File: src/rtl/scr1_pipe_mprf_wb.sv
// EXU-side register file controller: write-back arbitration for ALU/LSU/MDU,
// the pending-write scoreboard behind issue interlocks, and operand forwarding.
module scr1_pipe_mprf_wb #(
  parameter int XLEN   = 32,
  parameter int ADDR_W = 5,
  parameter int NREG   = 32
) (
  input  logic              clk,
  input  logic              rst_n,

  input  logic              iss_vd,
  output logic              iss_rdy,
  input  logic [ADDR_W-1:0] iss_rs1_addr,
  input  logic [ADDR_W-1:0] iss_rs2_addr,
  input  logic              iss_rd_we,
  input  logic [ADDR_W-1:0] iss_rd_addr,
  output logic [XLEN-1:0]   opnd_rs1_data,
  output logic [XLEN-1:0]   opnd_rs2_data,

  input  logic              alu_vd,
  output logic              alu_rdy,
  input  logic [ADDR_W-1:0] alu_rd,
  input  logic [XLEN-1:0]   alu_data,
  input  logic              lsu_vd,
  output logic              lsu_rdy,
  input  logic [ADDR_W-1:0] lsu_rd,
  input  logic [XLEN-1:0]   lsu_data,
  input  logic              mdu_vd,
  output logic              mdu_rdy,
  input  logic [ADDR_W-1:0] mdu_rd,
  input  logic [XLEN-1:0]   mdu_data,

  output logic [ADDR_W-1:0] wb2mprf_rs1_addr,
  output logic [ADDR_W-1:0] wb2mprf_rs2_addr,
  input  logic [XLEN-1:0]   mprf2wb_rs1_data,
  input  logic [XLEN-1:0]   mprf2wb_rs2_data,
  output logic              wb2mprf_w_req,
  output logic [ADDR_W-1:0] wb2mprf_rd_addr,
  output logic [XLEN-1:0]   wb2mprf_rd_data
);

  localparam int NSLOT = 1 << ADDR_W;

  // Scoreboard slots that can ever be pending: x0 and addresses beyond NREG stay zero.
  function automatic logic [NSLOT-1:0] writableMask();
    logic [NSLOT-1:0] m;
    for (int i = 0; i < NSLOT; i++) m[i] = (i > 0) && (i < NREG);
    return m;
  endfunction

  localparam logic [NSLOT-1:0] WRITABLE = writableMask();

  logic [NSLOT-1:0]  pend_q, pend_d;
  logic              wb_req_q, wb_req_d;
  logic [ADDR_W-1:0] wb_rd_addr_q, wb_rd_addr_d;
  logic [XLEN-1:0]   wb_rd_data_q, wb_rd_data_d;

  logic              hazard;
  logic              iss_set;
  logic              any_vd;
  logic              gnt_alu, gnt_lsu, gnt_mdu;
  logic [ADDR_W-1:0] gnt_rd;
  logic [XLEN-1:0]   gnt_data;

  always_comb begin
    hazard  = pend_q[iss_rs1_addr] | pend_q[iss_rs2_addr]
            | (iss_rd_we & pend_q[iss_rd_addr]);
    iss_set = iss_vd & ~hazard & iss_rd_we & (iss_rd_addr != '0);
  end

  assign iss_rdy = ~hazard;

  // Fixed priority LSU > MDU > ALU; with nothing offered every source sees ready.
  always_comb begin
    any_vd  = alu_vd | lsu_vd | mdu_vd;
    gnt_lsu = lsu_vd;
    gnt_mdu = mdu_vd & ~lsu_vd;
    gnt_alu = alu_vd & ~lsu_vd & ~mdu_vd;
    gnt_rd   = alu_rd;
    gnt_data = alu_data;
    if (gnt_lsu) begin
      gnt_rd   = lsu_rd;
      gnt_data = lsu_data;
    end else if (gnt_mdu) begin
      gnt_rd   = mdu_rd;
      gnt_data = mdu_data;
    end
  end

  assign alu_rdy = gnt_alu | ~any_vd;
  assign lsu_rdy = gnt_lsu | ~any_vd;
  assign mdu_rdy = gnt_mdu | ~any_vd;

  // The set is applied after the clear so a same-register collision leaves it pending.
  always_comb begin
    pend_d = pend_q;
    if (any_vd) pend_d[gnt_rd] = 1'b0;
    if (iss_set) pend_d[iss_rd_addr] = 1'b1;
    pend_d = pend_d & WRITABLE;

    wb_req_d     = any_vd & (gnt_rd != '0);
    wb_rd_addr_d = any_vd ? gnt_rd   : wb_rd_addr_q;
    wb_rd_data_d = any_vd ? gnt_data : wb_rd_data_q;
  end

  always_ff @(posedge clk or negedge rst_n) begin
    if (!rst_n) begin
      pend_q       <= '0;
      wb_req_q     <= 1'b0;
      wb_rd_addr_q <= '0;
      wb_rd_data_q <= '0;
    end else begin
      pend_q       <= pend_d;
      wb_req_q     <= wb_req_d;
      wb_rd_addr_q <= wb_rd_addr_d;
      wb_rd_data_q <= wb_rd_data_d;
    end
  end

  always_comb begin
    opnd_rs1_data = mprf2wb_rs1_data;
    if (iss_rs1_addr == '0)
      opnd_rs1_data = '0;
    else if (wb_req_q && (wb_rd_addr_q == iss_rs1_addr))
      opnd_rs1_data = wb_rd_data_q;

    opnd_rs2_data = mprf2wb_rs2_data;
    if (iss_rs2_addr == '0)
      opnd_rs2_data = '0;
    else if (wb_req_q && (wb_rd_addr_q == iss_rs2_addr))
      opnd_rs2_data = wb_rd_data_q;
  end

  assign wb2mprf_rs1_addr = iss_rs1_addr;
  assign wb2mprf_rs2_addr = iss_rs2_addr;
  assign wb2mprf_w_req    = wb_req_q;
  assign wb2mprf_rd_addr  = wb_rd_addr_q;
  assign wb2mprf_rd_data  = wb_rd_data_q;

  function automatic logic addrLegal(input logic [ADDR_W-1:0] a);
    return (a == '0) | WRITABLE[a];
  endfunction

  a_result_pending: assert property (@(posedge clk) disable iff (!rst_n)
    (any_vd && (gnt_rd != '0)) |-> pend_q[gnt_rd]);

  a_issue_addr_legal: assert property (@(posedge clk) disable iff (!rst_n)
    iss_vd |-> (addrLegal(iss_rs1_addr) && addrLegal(iss_rs2_addr)
                && (!iss_rd_we || addrLegal(iss_rd_addr))));

  a_result_addr_legal: assert property (@(posedge clk) disable iff (!rst_n)
    any_vd |-> addrLegal(gnt_rd));

endmodule

File: config.mk
export PLATFORM = sky130hd
export DESIGN_NAME = scr1_pipe_mprf_wb
export DESIGN_NICKNAME = d
export VERILOG_FILES = /design/src/rtl/scr1_pipe_mprf_wb.sv
export SDC_FILE = /design/constraint.sdc
export NUM_CORES = 1
export LEC_CHECK = 0
export ABC_AREA = 1
export BUFFER_PORTS_ARGS = -buffer_cell sky130_fd_sc_hd__clkbuf_2
export CAP_MARGIN = 10
export CELL_PAD_IN_SITES_DETAIL_PLACEMENT = 1
export CELL_PAD_IN_SITES_GLOBAL_PLACEMENT = 1
export CORE_AREA = 2 2 159 130
export CTS_BUF_LIST = sky130_fd_sc_hd__clkbuf_4
export CTS_CLUSTER_SIZE = 14
export DETAILED_ROUTE_END_ITERATION = 6
export DIE_AREA = 0 0 161 132
export HOLD_SLACK_MARGIN = 0.1
export PLACE_DENSITY_LB_ADDON = 0.08
export SLEW_MARGIN = 5
export SYNTH_ARGS = -nofsm -noshare
export SYNTH_HDL_FRONTEND = slang
export SYNTH_SLANG_ARGS = --single-unit
File: constraint.sdc
create_clock -name clk -period 2.2 [get_ports clk]
set_input_delay 0.44 -clock clk [delete_from_list [all_inputs] [get_ports clk]]
set_output_delay 0.44 -clock clk [all_outputs]
set_load 0.05 [all_outputs]
==> reports/metrics.yaml <==
pwr:
  p_leak_uw: 0.005328
  powerDensity_nw_per_um2: 535.5
  p_total_uw: 5819
  ir_drop_mv: 0.2163
yosys:
  async_flop_share_pct: 100.0
  synth.yosys.seq_area_share_pct: 28.74
  yosysWarnings: 0
  syn_nets: 1164
  synth_edf_count: 0
  synth.area.top_cells: "dfrtp_1, nand2_1, a21oi_1"
  synth_ff_type: "dfrtp_1"
  syn_avg_cell_area_um2: 6.213
  ys_ff_latch: 69
  syn_area_um2: 6008
  synth_cell_types: 32
  synth_area_leader_cell: "dfrtp_1"
  synth_cells: 967
  synth_top_area_share_pct: 28.74
floorplanning:
  io_pins: 313
  die_h_um: 132
  rows: 46
  core_area_um2: 19570
  dieArea_um2: 21250
  die_w_um: 161
  initial_core_util_pct: 30.70
min_path:
  min_from: "mdu_data[6]"
  worstHoldPathCells: 3
  hold_end: "wb2mprf_rd_data[6]"
  hold_class: "in2reg"
status:
  status: "finished with violations"
  violations: "setup timing"
sta:
  period_minus_slack_ns: 2.907
  setup_ws_ns: -0.7074
  fin_skew_ns: 0.02332
  rsz0062_at_grt: "yes"
  slew_violations: 0
  fmax_ghz: 0.3440
  finalCritPeriodShare_pct: 132.2
  tightest_slew_ns: 0.4619
  holdWs_ns: 0.1979
  setup_viol: 65
  hold_viol_final: 0
  slew_headroom_pct: 69.21
setup_path:
  cpMostUsedCell: "buf_12"
  cpMaxStageDelayCell: "dfrtp_2"
  max_stage_delay_ns: 0.43
  r2r-start: "pend_q[22]"
  rr_endpoint: "pend_q[31]"
  crit_buf_inv: 6
  cp_top_family: "buffers and inverters"
  cp.arrival_ns: 2.47
  crit_fanout: 5
  crit_required_ns: 1.76
  reg2regPathDepth: 10
  cp_cell_sequence: "buf_4 -> buf_6 -> xor2_2 -> nor2_2 -> buf_12 -> buf_12 -> buf_16 -> nand4_1 -> a21oi_4 -> buf_8"
  start_kind: "flop"
  crit_type: "reg2out"
  cp-startpoint: "wb2mprf_rd_addr[3]"
  end_kind: "primary output"
  reg2reg_setup_slack_ns: 0.37
detailed_routing:
  via_per_inst: 5.468
  vias: 8825
  drtAntennaViolNets: 0
  dr.pass1.iters: 5
  drc: 0
  drt_iter0_markers: 702
  routed_wl_um: 37360
  wl_per_cell_um: 23.15
placed_design:
  dpl-instance-area_um2: 9239
  routabilityCongestion: 0.9454
  dp_hpwl_um: 26240
  portBuffers: 312
job:
  cap_violations: 0
clocking:
  clk_pin_slew_ns: 0.14
  cts_buffers: 9
  cts_root_buffer: "clkbuf_4"
  cts_tree: "built"
  cts.sinks: 69
  clk_path_buf_depth: 2
  h-tree-depth: 3
  clock_latency_ns: 0.46
final_layout:
  fin_util_pct: 55.53
  nets: 1541
  layout-drive-gt1-share_pct: 47.00
  postLayoutCellArea_um2: 10870
  area_growth_syn_to_layout_pct: 80.86
grt:
  antenna_found_initial: 1
  grt_pass1_vias: 8866
  grt_overflow: 0
  grt_use_total_pct: 32.29
  grt_max_degree: 47
  grt_first_pass_wirelength_um: 53090
[registers in the layout, summed over array words and instances (netlist names)]
signal / cells
pend_q: 31
wb2mprf_rd_addr: 5
wb2mprf_w_req: 1
wb2mprf_rd_data: 32
[metrics by stage]
step / setup WS, ns / std cells / TNS [ns]
final: -0.7074 / 1614 / -37.84
after CTS: -0.5993 / 1605 / -32.60
after global routing: -0.7709 / 1614 / -42.78
after global placement: -0.2225 / 1566 / -10.40
after floorplan: -0.04441 / 967 / -1.332
after detailed placement: -0.2628 / 1566 / -11.31
[Yosys cell counts (2+ instances only)]
cell type / count
dfrtp_1: 69
clkbuf_1: 18
nand4_1: 69
nor2_4: 2
a31oi_1: 33
nor3_1: 8
nand3_1: 43
nor2_2: 2
nand2_1: 284
buf_8: 2
buf_4: 15
o21ai_1: 31
a21oi_1: 106
inv_2: 7
inv_1: 86
nand2_4: 3
buf_6: 16
or2_1: 2
nand2_2: 3
o21ai_0: 44
buf_2: 21
nor2_1: 86
buf_1: 3
xor2_1: 3
o22ai_1: 4
[worst reg2reg max path: stages, from the launching register on]
cell	delay (ns)
dfrtp_2	0.47
nand2_1	0.08
nand4_1	0.17
nand2_1	0.10
nand2_1	0.06
nor2_2	0.11
nand2_2	0.07
nand2_4	0.10
buf_4	0.34
nand4_1	0.19
nand2_1	0.10
[how the worst max path moves through the flow]
stage / endpoint / cells past startpoint
after floorplan: opnd_rs1_data[10] / 7
after global placement: opnd_rs2_data[22] / 8
after detailed placement: opnd_rs2_data[1] / 9
after CTS: opnd_rs2_data[31] / 9
after global routing: opnd_rs1_data[3] / 10
final: opnd_rs1_data[3] / 10
[logic make-up after synthesis]
group                  count (synthesis)  share of synthesized area (%)
AND/OR/NAND/NOR                      506                          36.98
AO/OA/AOI/OAI                        220                          19.49
buffers and inverters                169                          14.35
flip-flops                            69                          28.74
XOR/XNOR                               3                         0.4374
[where the power goes]
group          internal, uW  leakage (uW)  switching (uW)
Sequential             1420      0.000858             245
Clock                   357     0.0000704             522
Combinational          1260       0.00440            2010
[final cells by class]
| cell class | count | area [um2] |
|---|---|---|
| fillers | 2495 | 8702 |
| multi-input cells | 729 | 4582 |
| repair buffers | 441 | 3717 |
| flip-flops and latches | 69 | 1739 |
| inverters | 94 | 357.8 |
| well taps | 264 | 330.3 |
| clock buffers | 10 | 75.07 |
| clock inverters | 6 | 62.56 |
| diodes | 1 | 2.502 |
[timing repair]
item                                   CTS  global route
setup buffers                           16             4
setup endpoints to repair               65            66
endpoints found under the hold margin   32             0
gates cloned                             6             6
hold buffers                             1             0
gates resized for setup                196           125
pin swaps                               33            26
[per-layer routing]
| layer | vias to the layer above | GRT usage [%] | share of wire (%) |
|---|---|---|---|
| met3 | 109 | 5.379 | 8.1 |
| li1 | 3992 | - | - |
| met4 | 0 | 10.02 | 4.3 |
| met2 | 467 | 54.63 | 46 |
| met5 | - | 0 | 0 |
| met1 | 4257 | 42.19 | 41 |
[cells in the final DEF (no fill, tap or decap), types with 6 or more instances in the layout]
master / Yosys / final
nand4_1: 69 / 69
nor2_2: 2 / 6
a21oi_4: 0 / 65
nand2_4: 3 / 32
buf_16: 0 / 6
buf_4: 15 / 81
nor2_1: 86 / 78
clkbuf_2: 0 / 245
inv_1: 86 / 78
buf_8: 2 / 54
o21ai_2: 0 / 24
nor2_4: 2 / 6
dfrtp_2: 0 / 10
buf_6: 16 / 18
nand2_1: 284 / 249
a31oi_1: 33 / 33
inv_2: 7 / 15
o21ai_1: 31 / 12
clkbuf_4: 0 / 11
o21ai_0: 44 / 37
nand3_1: 43 / 43
a21oi_1: 106 / 39
nor3_1: 8 / 8
dfrtp_1: 69 / 59
nand2_2: 3 / 8
buf_12: 0 / 27
(Power assumes the default switching activity.)
